## config.mk

```make
export PLATFORM = sky130hd
export DESIGN_NAME = core_task_loader_flat
export DESIGN_NICKNAME = d
export VERILOG_FILES = /design/src/rtl/core_task_loader_pkg.sv /design/src/rtl/core_task_loader_if.sv /design/src/rtl/core_task_loader_frame_buf.sv /design/src/rtl/core_task_loader.sv /design/src/flat_wrapper.sv
export SDC_FILE = /design/constraint.sdc
export NUM_CORES = 1
export LEC_CHECK = 0
export ABC_AREA = 1
export BUFFER_PORTS_ARGS = -buffer_cell sky130_fd_sc_hd__buf_2
export CORE_ASPECT_RATIO = 1.1
export CORE_MARGIN = 3
export CORE_UTILIZATION = 40
export CTS_CLUSTER_SIZE = 16
export DETAILED_ROUTE_END_ITERATION = 8
export SETUP_SLACK_MARGIN = 0.4
export SLEW_MARGIN = 10
export SYNTH_ARGS = -nofsm -noshare
export SYNTH_HDL_FRONTEND = slang
export SYNTH_HIERARCHICAL = 1
export SYNTH_SLANG_ARGS = --single-unit
```

## constraint.sdc

```tcl
create_clock -name clk -period 11.85 [get_ports clk]
set_input_delay 1.7775 -clock clk [delete_from_list [all_inputs] [get_ports clk]]
set_output_delay 1.7775 -clock clk [all_outputs]
set_load 0.01 [all_outputs]
```

## src/rtl/core_task_loader_pkg.sv

```systemverilog
`default_nettype none
// ============================================================================
// Module      : core_task_loader_pkg
// Description : Shared widths, derived sizes and FSM encoding for the per-core
//               task loader and its frame buffer.
// Revision    : 1.0 - initial release
// ============================================================================
package core_task_loader_pkg;

    // Default geometry of the scheduler broadcast and the core interface
    localparam int c_NUM_CORES  = 4;
    localparam int c_FRAME_W    = 128;
    localparam int c_INSN_W     = 16;
    localparam int c_REG_W      = 8;
    localparam int c_BUF_FRAMES = 4;

    // Derived sizes for the default geometry
    localparam int c_INSNS_PER_FRAME = c_FRAME_W / c_INSN_W;
    localparam int c_ADDR_W          = $clog2(c_BUF_FRAMES * c_INSNS_PER_FRAME);

    // Loader sequencing states
    typedef enum logic [1:0] {
        S_IDLE = 2'd0,
        S_LOAD = 2'd1,
        S_RUN  = 2'd2
    } state_t;

    // Instruction-index width for an arbitrary geometry
    function automatic int calc_addr_w(input int buf_frames, input int frame_w,
                                       input int insn_w);
        return $clog2(buf_frames * (frame_w / insn_w));
    endfunction

endpackage : core_task_loader_pkg
`default_nettype wire

```

## src/rtl/core_task_loader_if.sv

```systemverilog
`default_nettype none
// ============================================================================
// Module      : core_task_loader_if
// Description : Scheduler broadcast plus core-side fetch/control signals seen
//               by one task loader. The loader uses the slave view; the
//               scheduler/core environment uses the master view.
// Revision    : 1.0 - initial release
// ============================================================================
interface core_task_loader_if
    import core_task_loader_pkg::*;
#(
    parameter int NUM_CORES  = c_NUM_CORES,
    parameter int FRAME_W    = c_FRAME_W,
    parameter int INSN_W     = c_INSN_W,
    parameter int REG_W      = c_REG_W,
    parameter int BUF_FRAMES = c_BUF_FRAMES
);
    localparam int c_IF_ADDR_W = calc_addr_w(BUF_FRAMES, FRAME_W, INSN_W);

    // Scheduler side
    logic [NUM_CORES-1:0]       Start;
    logic [FRAME_W-1:0]         Insn_Data;
    logic [NUM_CORES-1:0]       Init_R0_Vect;
    logic [NUM_CORES*REG_W-1:0] Init_R0;
    logic                       Ready;

    // Core side
    logic                       run;
    logic                       r0_we;
    logic [REG_W-1:0]           r0_data;
    logic [c_IF_ADDR_W-1:0]     fetch_addr;
    logic [INSN_W-1:0]          fetch_insn;
    logic                       halt;
    logic                       err;

    modport slave (
        input  Start, Insn_Data, Init_R0_Vect, Init_R0, fetch_addr, halt,
        output Ready, run, r0_we, r0_data, fetch_insn, err
    );

    modport master (
        output Start, Insn_Data, Init_R0_Vect, Init_R0, fetch_addr, halt,
        input  Ready, run, r0_we, r0_data, fetch_insn, err
    );

endinterface : core_task_loader_if
`default_nettype wire

```

## src/rtl/core_task_loader_frame_buf.sv

```systemverilog
`default_nettype none
// ============================================================================
// Module      : core_task_loader_frame_buf
// Description : BUF_FRAMES x FRAME_W frame store with a full-frame write port
//               and a registered INSN_W-lane read port. Reads of words in
//               frames not yet written for this task return zero (NOP).
// Revision    : 1.0 - initial release
// ============================================================================
module core_task_loader_frame_buf #(
    parameter int BUF_FRAMES = 4,
    parameter int FRAME_W    = 128,
    parameter int INSN_W     = 16
) (
    input  wire logic                                            clk,
    input  wire logic                                            rst,
    input  wire logic                                            i_we,
    input  wire logic [$clog2(BUF_FRAMES)-1:0]                   i_waddr,
    input  wire logic [FRAME_W-1:0]                              i_wdata,
    input  wire logic                                            i_re,
    input  wire logic [$clog2(BUF_FRAMES*(FRAME_W/INSN_W))-1:0]  i_raddr,
    input  wire logic [$clog2(BUF_FRAMES):0]                     i_frames,
    output logic      [INSN_W-1:0]                               o_rdata
);
    // Lane and frame fields of an instruction index (needs >=2 lanes, >=2 frames)
    localparam int c_IPF    = FRAME_W / INSN_W;
    localparam int c_LANE_W = $clog2(c_IPF);
    localparam int c_FIDX_W = $clog2(BUF_FRAMES);

    logic [FRAME_W-1:0]  r_mem [BUF_FRAMES];
    logic [INSN_W-1:0]   r_rdata;

    logic [c_FIDX_W-1:0] w_rframe;
    logic [c_LANE_W-1:0] w_rlane;
    logic                w_in_range;
    logic [INSN_W-1:0]   w_lane_word;

    assign w_rframe    = i_raddr[c_LANE_W +: c_FIDX_W];
    assign w_rlane     = i_raddr[c_LANE_W-1:0];
    // Whole frames are always written, so a frame-granular check is exact
    assign w_in_range  = ({1'b0, w_rframe} < i_frames);
    assign w_lane_word = r_mem[w_rframe][w_rlane*INSN_W +: INSN_W];
    assign o_rdata     = r_rdata;

    // Frame write port; contents deliberately survive reset
    always_ff @(posedge clk) begin
        if (i_we) begin
            r_mem[i_waddr] <= i_wdata;
        end
    end

    // Registered lane read with out-of-range words forced to NOP
    always_ff @(posedge clk or posedge rst) begin
        if (rst) begin
            r_rdata <= '0;
        end else if (i_re) begin
            r_rdata <= w_in_range ? w_lane_word : '0;
        end
    end

endmodule : core_task_loader_frame_buf
`default_nettype wire

```

## src/rtl/core_task_loader.sv

```systemverilog
`default_nettype none
// ============================================================================
// Module      : core_task_loader
// Description : Per-core receiver below the task scheduler. Captures a burst
//               of instruction frames into a local buffer, latches this
//               core's initial R0, releases the core to run while serving
//               instruction fetches, and reports Ready back to the scheduler.
// Revision    : 1.0 - initial release
// ============================================================================
module core_task_loader
    import core_task_loader_pkg::*;
#(
    parameter int CORE_ID    = 0,
    parameter int NUM_CORES  = c_NUM_CORES,
    parameter int FRAME_W    = c_FRAME_W,
    parameter int INSN_W     = c_INSN_W,
    parameter int REG_W      = c_REG_W,
    parameter int BUF_FRAMES = c_BUF_FRAMES
) (
    input  wire logic          clk,
    input  wire logic          reset,
    core_task_loader_if.slave  bus
);
    localparam int                c_FIDX_W   = $clog2(BUF_FRAMES);
    localparam int                c_PTR_W    = c_FIDX_W + 1;
    localparam logic [c_PTR_W-1:0] c_BUF_FULL = c_PTR_W'(BUF_FRAMES);

    // Registered state
    state_t              r_state;
    logic [c_PTR_W-1:0]  r_wr_ptr;
    logic                r_ready;
    logic                r_run;
    logic                r_r0_we;
    logic [REG_W-1:0]    r_r0_data;
    logic                r_r0_pending;
    logic [REG_W-1:0]    r_r0_val;
    logic                r_err;

    // Next-state values
    state_t              w_state_nxt;
    logic [c_PTR_W-1:0]  w_wr_ptr_nxt;
    logic                w_ready_nxt;
    logic                w_run_nxt;
    logic                w_r0_we_nxt;
    logic [REG_W-1:0]    w_r0_data_nxt;
    logic                w_r0_pending_nxt;
    logic [REG_W-1:0]    w_r0_val_nxt;
    logic                w_err_nxt;

    // Frame buffer controls
    logic                w_buf_we;
    logic [c_FIDX_W-1:0] w_buf_waddr;
    logic [INSN_W-1:0]   w_fetch_insn;

    // This core's view of the scheduler broadcast
    logic                w_start;
    logic                w_r0_sel;
    logic [REG_W-1:0]    w_r0_slice;
    logic                w_unused_sched;

    assign w_start    = bus.Start[CORE_ID];
    assign w_r0_sel   = bus.Init_R0_Vect[CORE_ID];
    assign w_r0_slice = bus.Init_R0[CORE_ID*REG_W +: REG_W];
    // Other cores' lanes of the broadcast are intentionally ignored
    assign w_unused_sched = ^{bus.Start, bus.Init_R0_Vect, bus.Init_R0};

    // State and output registers; reset aborts any task in flight
    always_ff @(posedge clk or posedge reset) begin
        if (reset) begin
            r_state      <= S_IDLE;
            r_wr_ptr     <= '0;
            r_ready      <= 1'b1;
            r_run        <= 1'b0;
            r_r0_we      <= 1'b0;
            r_r0_data    <= '0;
            r_r0_pending <= 1'b0;
            r_r0_val     <= '0;
            r_err        <= 1'b0;
        end else begin
            r_state      <= w_state_nxt;
            r_wr_ptr     <= w_wr_ptr_nxt;
            r_ready      <= w_ready_nxt;
            r_run        <= w_run_nxt;
            r_r0_we      <= w_r0_we_nxt;
            r_r0_data    <= w_r0_data_nxt;
            r_r0_pending <= w_r0_pending_nxt;
            r_r0_val     <= w_r0_val_nxt;
            r_err        <= w_err_nxt;
        end
    end

    // Next-state, buffer-write and output decode
    always_comb begin
        w_state_nxt      = r_state;
        w_wr_ptr_nxt     = r_wr_ptr;
        w_ready_nxt      = r_ready;
        w_run_nxt        = r_run;
        w_r0_we_nxt      = 1'b0;
        w_r0_data_nxt    = r_r0_data;
        w_r0_pending_nxt = r_r0_pending;
        w_r0_val_nxt     = r_r0_val;
        w_err_nxt        = r_err;
        w_buf_we         = 1'b0;
        w_buf_waddr      = r_wr_ptr[c_FIDX_W-1:0];

        case (r_state)
            S_IDLE: begin
                w_ready_nxt = 1'b1;
                w_run_nxt   = 1'b0;
                if (w_start) begin
                    // First frame of a burst; R0 request is sampled only here
                    w_buf_we         = 1'b1;
                    w_buf_waddr      = '0;
                    w_wr_ptr_nxt     = c_PTR_W'(1);
                    w_r0_pending_nxt = w_r0_sel;
                    w_r0_val_nxt     = w_r0_slice;
                    w_state_nxt      = S_LOAD;
                end
            end

            S_LOAD: begin
                if (w_start) begin
                    if (r_wr_ptr == c_BUF_FULL) begin
                        // Buffer full: drop the frame and flag it
                        w_err_nxt = 1'b1;
                    end else begin
                        w_buf_we     = 1'b1;
                        w_wr_ptr_nxt = r_wr_ptr + c_PTR_W'(1);
                    end
                end else begin
                    // Burst ended: hand the core its program
                    w_state_nxt = S_RUN;
                    w_ready_nxt = 1'b0;
                    w_run_nxt   = 1'b1;
                    if (r_r0_pending) begin
                        w_r0_we_nxt   = 1'b1;
                        w_r0_data_nxt = r_r0_val;
                    end
                end
            end

            S_RUN: begin
                // A new burst while busy is never accepted
                if (w_start) begin
                    w_err_nxt = 1'b1;
                end
                if (bus.halt) begin
                    w_state_nxt  = S_IDLE;
                    w_run_nxt    = 1'b0;
                    w_ready_nxt  = 1'b1;
                    w_wr_ptr_nxt = '0;
                end
            end

            default: begin
                w_state_nxt  = S_IDLE;
                w_run_nxt    = 1'b0;
                w_ready_nxt  = 1'b1;
                w_wr_ptr_nxt = '0;
            end
        endcase
    end

    core_task_loader_frame_buf #(
        .BUF_FRAMES (BUF_FRAMES),
        .FRAME_W    (FRAME_W),
        .INSN_W     (INSN_W)
    ) u_frame_buf (
        .clk      (clk),
        .rst      (reset),
        .i_we     (w_buf_we),
        .i_waddr  (w_buf_waddr),
        .i_wdata  (bus.Insn_Data),
        .i_re     (r_state == S_RUN),
        .i_raddr  (bus.fetch_addr),
        .i_frames (r_wr_ptr),
        .o_rdata  (w_fetch_insn)
    );

    assign bus.Ready      = r_ready;
    assign bus.run        = r_run;
    assign bus.r0_we      = r_r0_we;
    assign bus.r0_data    = r_r0_data;
    assign bus.fetch_insn = w_fetch_insn;
    assign bus.err        = r_err;

endmodule : core_task_loader
`default_nettype wire

```

## src/flat_wrapper.sv

```systemverilog
// flat-port wrapper written by rule: the top's interface ports become plain ports
module core_task_loader_flat import core_task_loader_pkg::*;
#(
    parameter int CORE_ID    = 0,
    parameter int NUM_CORES  = c_NUM_CORES,
    parameter int FRAME_W    = c_FRAME_W,
    parameter int INSN_W     = c_INSN_W,
    parameter int REG_W      = c_REG_W,
    parameter int BUF_FRAMES = c_BUF_FRAMES
)
  (clk, reset, bus_Start, bus_Insn_Data, bus_Init_R0_Vect, bus_Init_R0, bus_fetch_addr, bus_halt, bus_Ready, bus_run, bus_r0_we, bus_r0_data, bus_fetch_insn, bus_err);
  core_task_loader_if #(.NUM_CORES(NUM_CORES), .FRAME_W(FRAME_W), .INSN_W(INSN_W), .REG_W(REG_W), .BUF_FRAMES(BUF_FRAMES)) bus_i ();
  input  wire logic clk;
  input  wire logic reset;
  input wire logic [$bits(bus_i.Start)-1:0] bus_Start;
  input wire logic [$bits(bus_i.Insn_Data)-1:0] bus_Insn_Data;
  input wire logic [$bits(bus_i.Init_R0_Vect)-1:0] bus_Init_R0_Vect;
  input wire logic [$bits(bus_i.Init_R0)-1:0] bus_Init_R0;
  input wire logic [$bits(bus_i.fetch_addr)-1:0] bus_fetch_addr;
  input wire logic [$bits(bus_i.halt)-1:0] bus_halt;
  output wire logic [$bits(bus_i.Ready)-1:0] bus_Ready;
  output wire logic [$bits(bus_i.run)-1:0] bus_run;
  output wire logic [$bits(bus_i.r0_we)-1:0] bus_r0_we;
  output wire logic [$bits(bus_i.r0_data)-1:0] bus_r0_data;
  output wire logic [$bits(bus_i.fetch_insn)-1:0] bus_fetch_insn;
  output wire logic [$bits(bus_i.err)-1:0] bus_err;
  assign bus_i.Start = bus_Start;
  assign bus_i.Insn_Data = bus_Insn_Data;
  assign bus_i.Init_R0_Vect = bus_Init_R0_Vect;
  assign bus_i.Init_R0 = bus_Init_R0;
  assign bus_i.fetch_addr = bus_fetch_addr;
  assign bus_i.halt = bus_halt;
  assign bus_Ready = bus_i.Ready;
  assign bus_run = bus_i.run;
  assign bus_r0_we = bus_i.r0_we;
  assign bus_r0_data = bus_i.r0_data;
  assign bus_fetch_insn = bus_i.fetch_insn;
  assign bus_err = bus_i.err;
  core_task_loader #(.CORE_ID(CORE_ID), .NUM_CORES(NUM_CORES), .FRAME_W(FRAME_W), .INSN_W(INSN_W), .REG_W(REG_W), .BUF_FRAMES(BUF_FRAMES)) u_core (.clk(clk), .reset(reset), .bus(bus_i));
endmodule
```

==> flow_summary.toml <==
[synthesis]
ys_warn_count = 6
syn_inst = 2153
yosysSeqAreaShare_pct = 70.5
synth_area_per_cell_um2 = 10.8
synth_seq_cells = 554
yosys_most_used_dff = "edfxtp_1"
syn_nets = 2332
synth_enable_flop_cells = 512
yosysUniqueCellTypes = 29
async_flop_share_pct = 7.58
syn_area_mm2 = 0.0233

[timing]
hold_viol = 0
grt_setup_unrepaired = "no"
period_share_pct = 37.5
tns_ns = 0
slew_headroom_pct = 33.7
final-setup-viol-count = 0
clock_skew_ns = 0.0208
whs_ns = 0.468
slew_viol_final = 0
tightest_slew_ns = 0.994
finalWorstSetupSlack_ns = 7.41
fin_crit_ns = 4.44
fmax_mhz = 225

[clocking]
clock_tree.root_cell = "clkbuf_16"
cts_buffer_depth = 3
path_clk_slew_ns = 0.06
postCtsSetupRepairBufs = 0
cts_tree = "done"
cts_sinks = 554
ctsResizeCount = 0
htreeDepth = 2
ctsHoldBuffers = 0
clock_latency_ns = 0.60
numCtsBuffers = 56

[route]
ant_nets = 0
vias = 15400
drc = 0
dr.pass1.iters = 5
viasPerCell = 4.97
wire_per_inst_um = 18.7
first_iter_violations = 1200
wl_mm = 58.0

[floorplan]
die_h_um = 259
die_w_um = 236
core_area_mm2 = 0.0574
start_util_pct = 40.6
num_rows = 92
io_pins = 204
dieArea_mm2 = 0.0612

[placement]
portBuffers = 173
dp_cells = 2982
hpwl_mm = 32.8
place_congestion = 0.792
post-place-ws_ns = 6.84

[global_route]
overflow = 0
grt_pass1_wl_mm = 86.8
first_global_vias = 14300
grt_use_total_pct = 18.5
grt_max_degree = 129
antenna_found_initial = 30

[final_layout]
multi_input_area_mm2 = 0.00540
utilization_pct = 46.3
final_cell_mix = "889 x nand2_1, 512 x edfxtp_1, 324 x nand3_1"
drive_gt1_share_pct = 12.8
ff_latch_area_mm2 = 0.0164
n_fill_cell = 5106
final_common_cell = "nand2_1"
final_cells = 3104
syn_to_final_growth_pct = 14.0
nets = 2467

[power]
p_clk_share_pct = 38.6
intPower_mw = 3.67
ir_worst_vdd_mv = 0.121
pwr-share-seq_pct = 50.2
p_per_area_mw_per_mm2 = 182
power_frac_comb_pct = 11.2
power.switching_mw = 1.18
p_leak_nw = 11.1
p_sw_share_pct = 24.3

[min_path]
hold_class = "register to register"

[setup_path]
worstSetupEndpointType = "register"
worstSetupPathType = "input pin to register"
required_ns = 12.38
crit_fanout = 111
arrival_ns = 4.98
start_kind = "input pin"

[flow_run]
cap_violations = 0

[run_status]
status = "finished clean"
## kinds of logic after synthesis
family | synth area share, %
compound gates | 0.730
fa+ha+maj | 0.161
buf+inv | 6.47
flops | 70.5
simple gates | 22.2
## final timing paths
path | from | end | slack, ns | depth (start not counted)
max in group asynchronous | reset | u_core/r_wr_ptr[2]$_DFFE_PP0P_ | 9.79 | 2
hold / removal | u_core/r_r0_val[4]$_DFFE_PP0P_ | u_core/bus.r0_data[4]$_DFFE_PP0P_ | 0.47 | 2
setup reg to reg | u_core/r_state[1]$_DFFE_PP0P_ | u_core/u_frame_buf/r_mem[2][112]$_DFFE_PP_ | 9.29 | 7
setup / recovery | bus_fetch_addr[3] | u_core/u_frame_buf/o_rdata[9]$_DFFE_PP0P_ | 7.41 | 9
hold reg to reg | u_core/r_r0_val[4]$_DFFE_PP0P_ | u_core/bus.r0_data[4]$_DFFE_PP0P_ | 0.47 | 2
min in group asynchronous | reset | u_core/u_frame_buf/o_rdata[1]$_DFFE_PP0P_ | 1.34 | 2
## routing by layer
layer  wire length [um]  GRT usage, %
met2              26300          28.1
met3               4560          5.43
met5                132             0
met4               1840          7.14
met1              25100          25.3
## flip-flops by register name, indices dropped and copies added (netlist names), 2 cells and up
name                        cells
u_core/u_frame_buf/r_mem      512
u_core/u_frame_buf/o_rdata     16
u_core/bus.r0_data              8
u_core/r_r0_val                 8
u_core/r_wr_ptr                 3
u_core/r_state                  2
## layout make-up
class	instances	area share [%]
clock inverter	39	1.80
sequential	554	61.8
multi-input combinational	1294	20.3
tap	752	3.54
inverter	193	2.77
antenna	16	0.151
timing repair buffer	189	3.94
clock buffer	67	5.66
## cell usage after synthesis (6+ instances only)
library cell	instances	share of area, %
buf_1	15	0.24
buf_2	45	0.97
buf_6	34	1.6
clkbuf_1	12	0.19
dfrtp_1	41	4.4
edfxtp_1	512	66
inv_1	187	3.0
nand2_1	889	14
nand3_1	324	7.0
nor2_1	39	0.63
o21ai_0	12	0.26
o21ai_1	6	0.13
o21ai_2	6	0.23
## power groups by stage
| stage | clock network [mW] | registers, mW | logic [mW] |
|---|---|---|---|
| 5_1_grt | 2.00 | 2.45 | 0.609 |
| 3_5_place_dp | 0 | 2.47 | 0.549 |
| 2_1_floorplan | 0 | 2.53 | 0.317 |
| 6_report | 1.87 | 2.43 | 0.544 |
| 3_3_place_gp | 0 | 2.47 | 0.542 |
| 4_1_cts | 1.91 | 2.43 | 0.551 |
## worst max-delay path: stages
cell and delay [ns]:
clkbuf_8 0.34, inv_8 0.65, buf_4 0.78, nand2_1 0.11
a21oi_1 0.16, nor2_1 0.08, nor2_2 0.64, nand3_1 0.17
nand2_1 0.10
## through the flow
stage / area, um2 / power [mW]
floorplan: 23300 / 2.85
global route: 26600 / 5.05
detailed placement: 24600 / 3.02
global placement: 24600 / 3.01
finish: 26600 / 4.85
CTS: 26500 / 4.90
No activity file was read; power rests on OpenSTA's default activity.
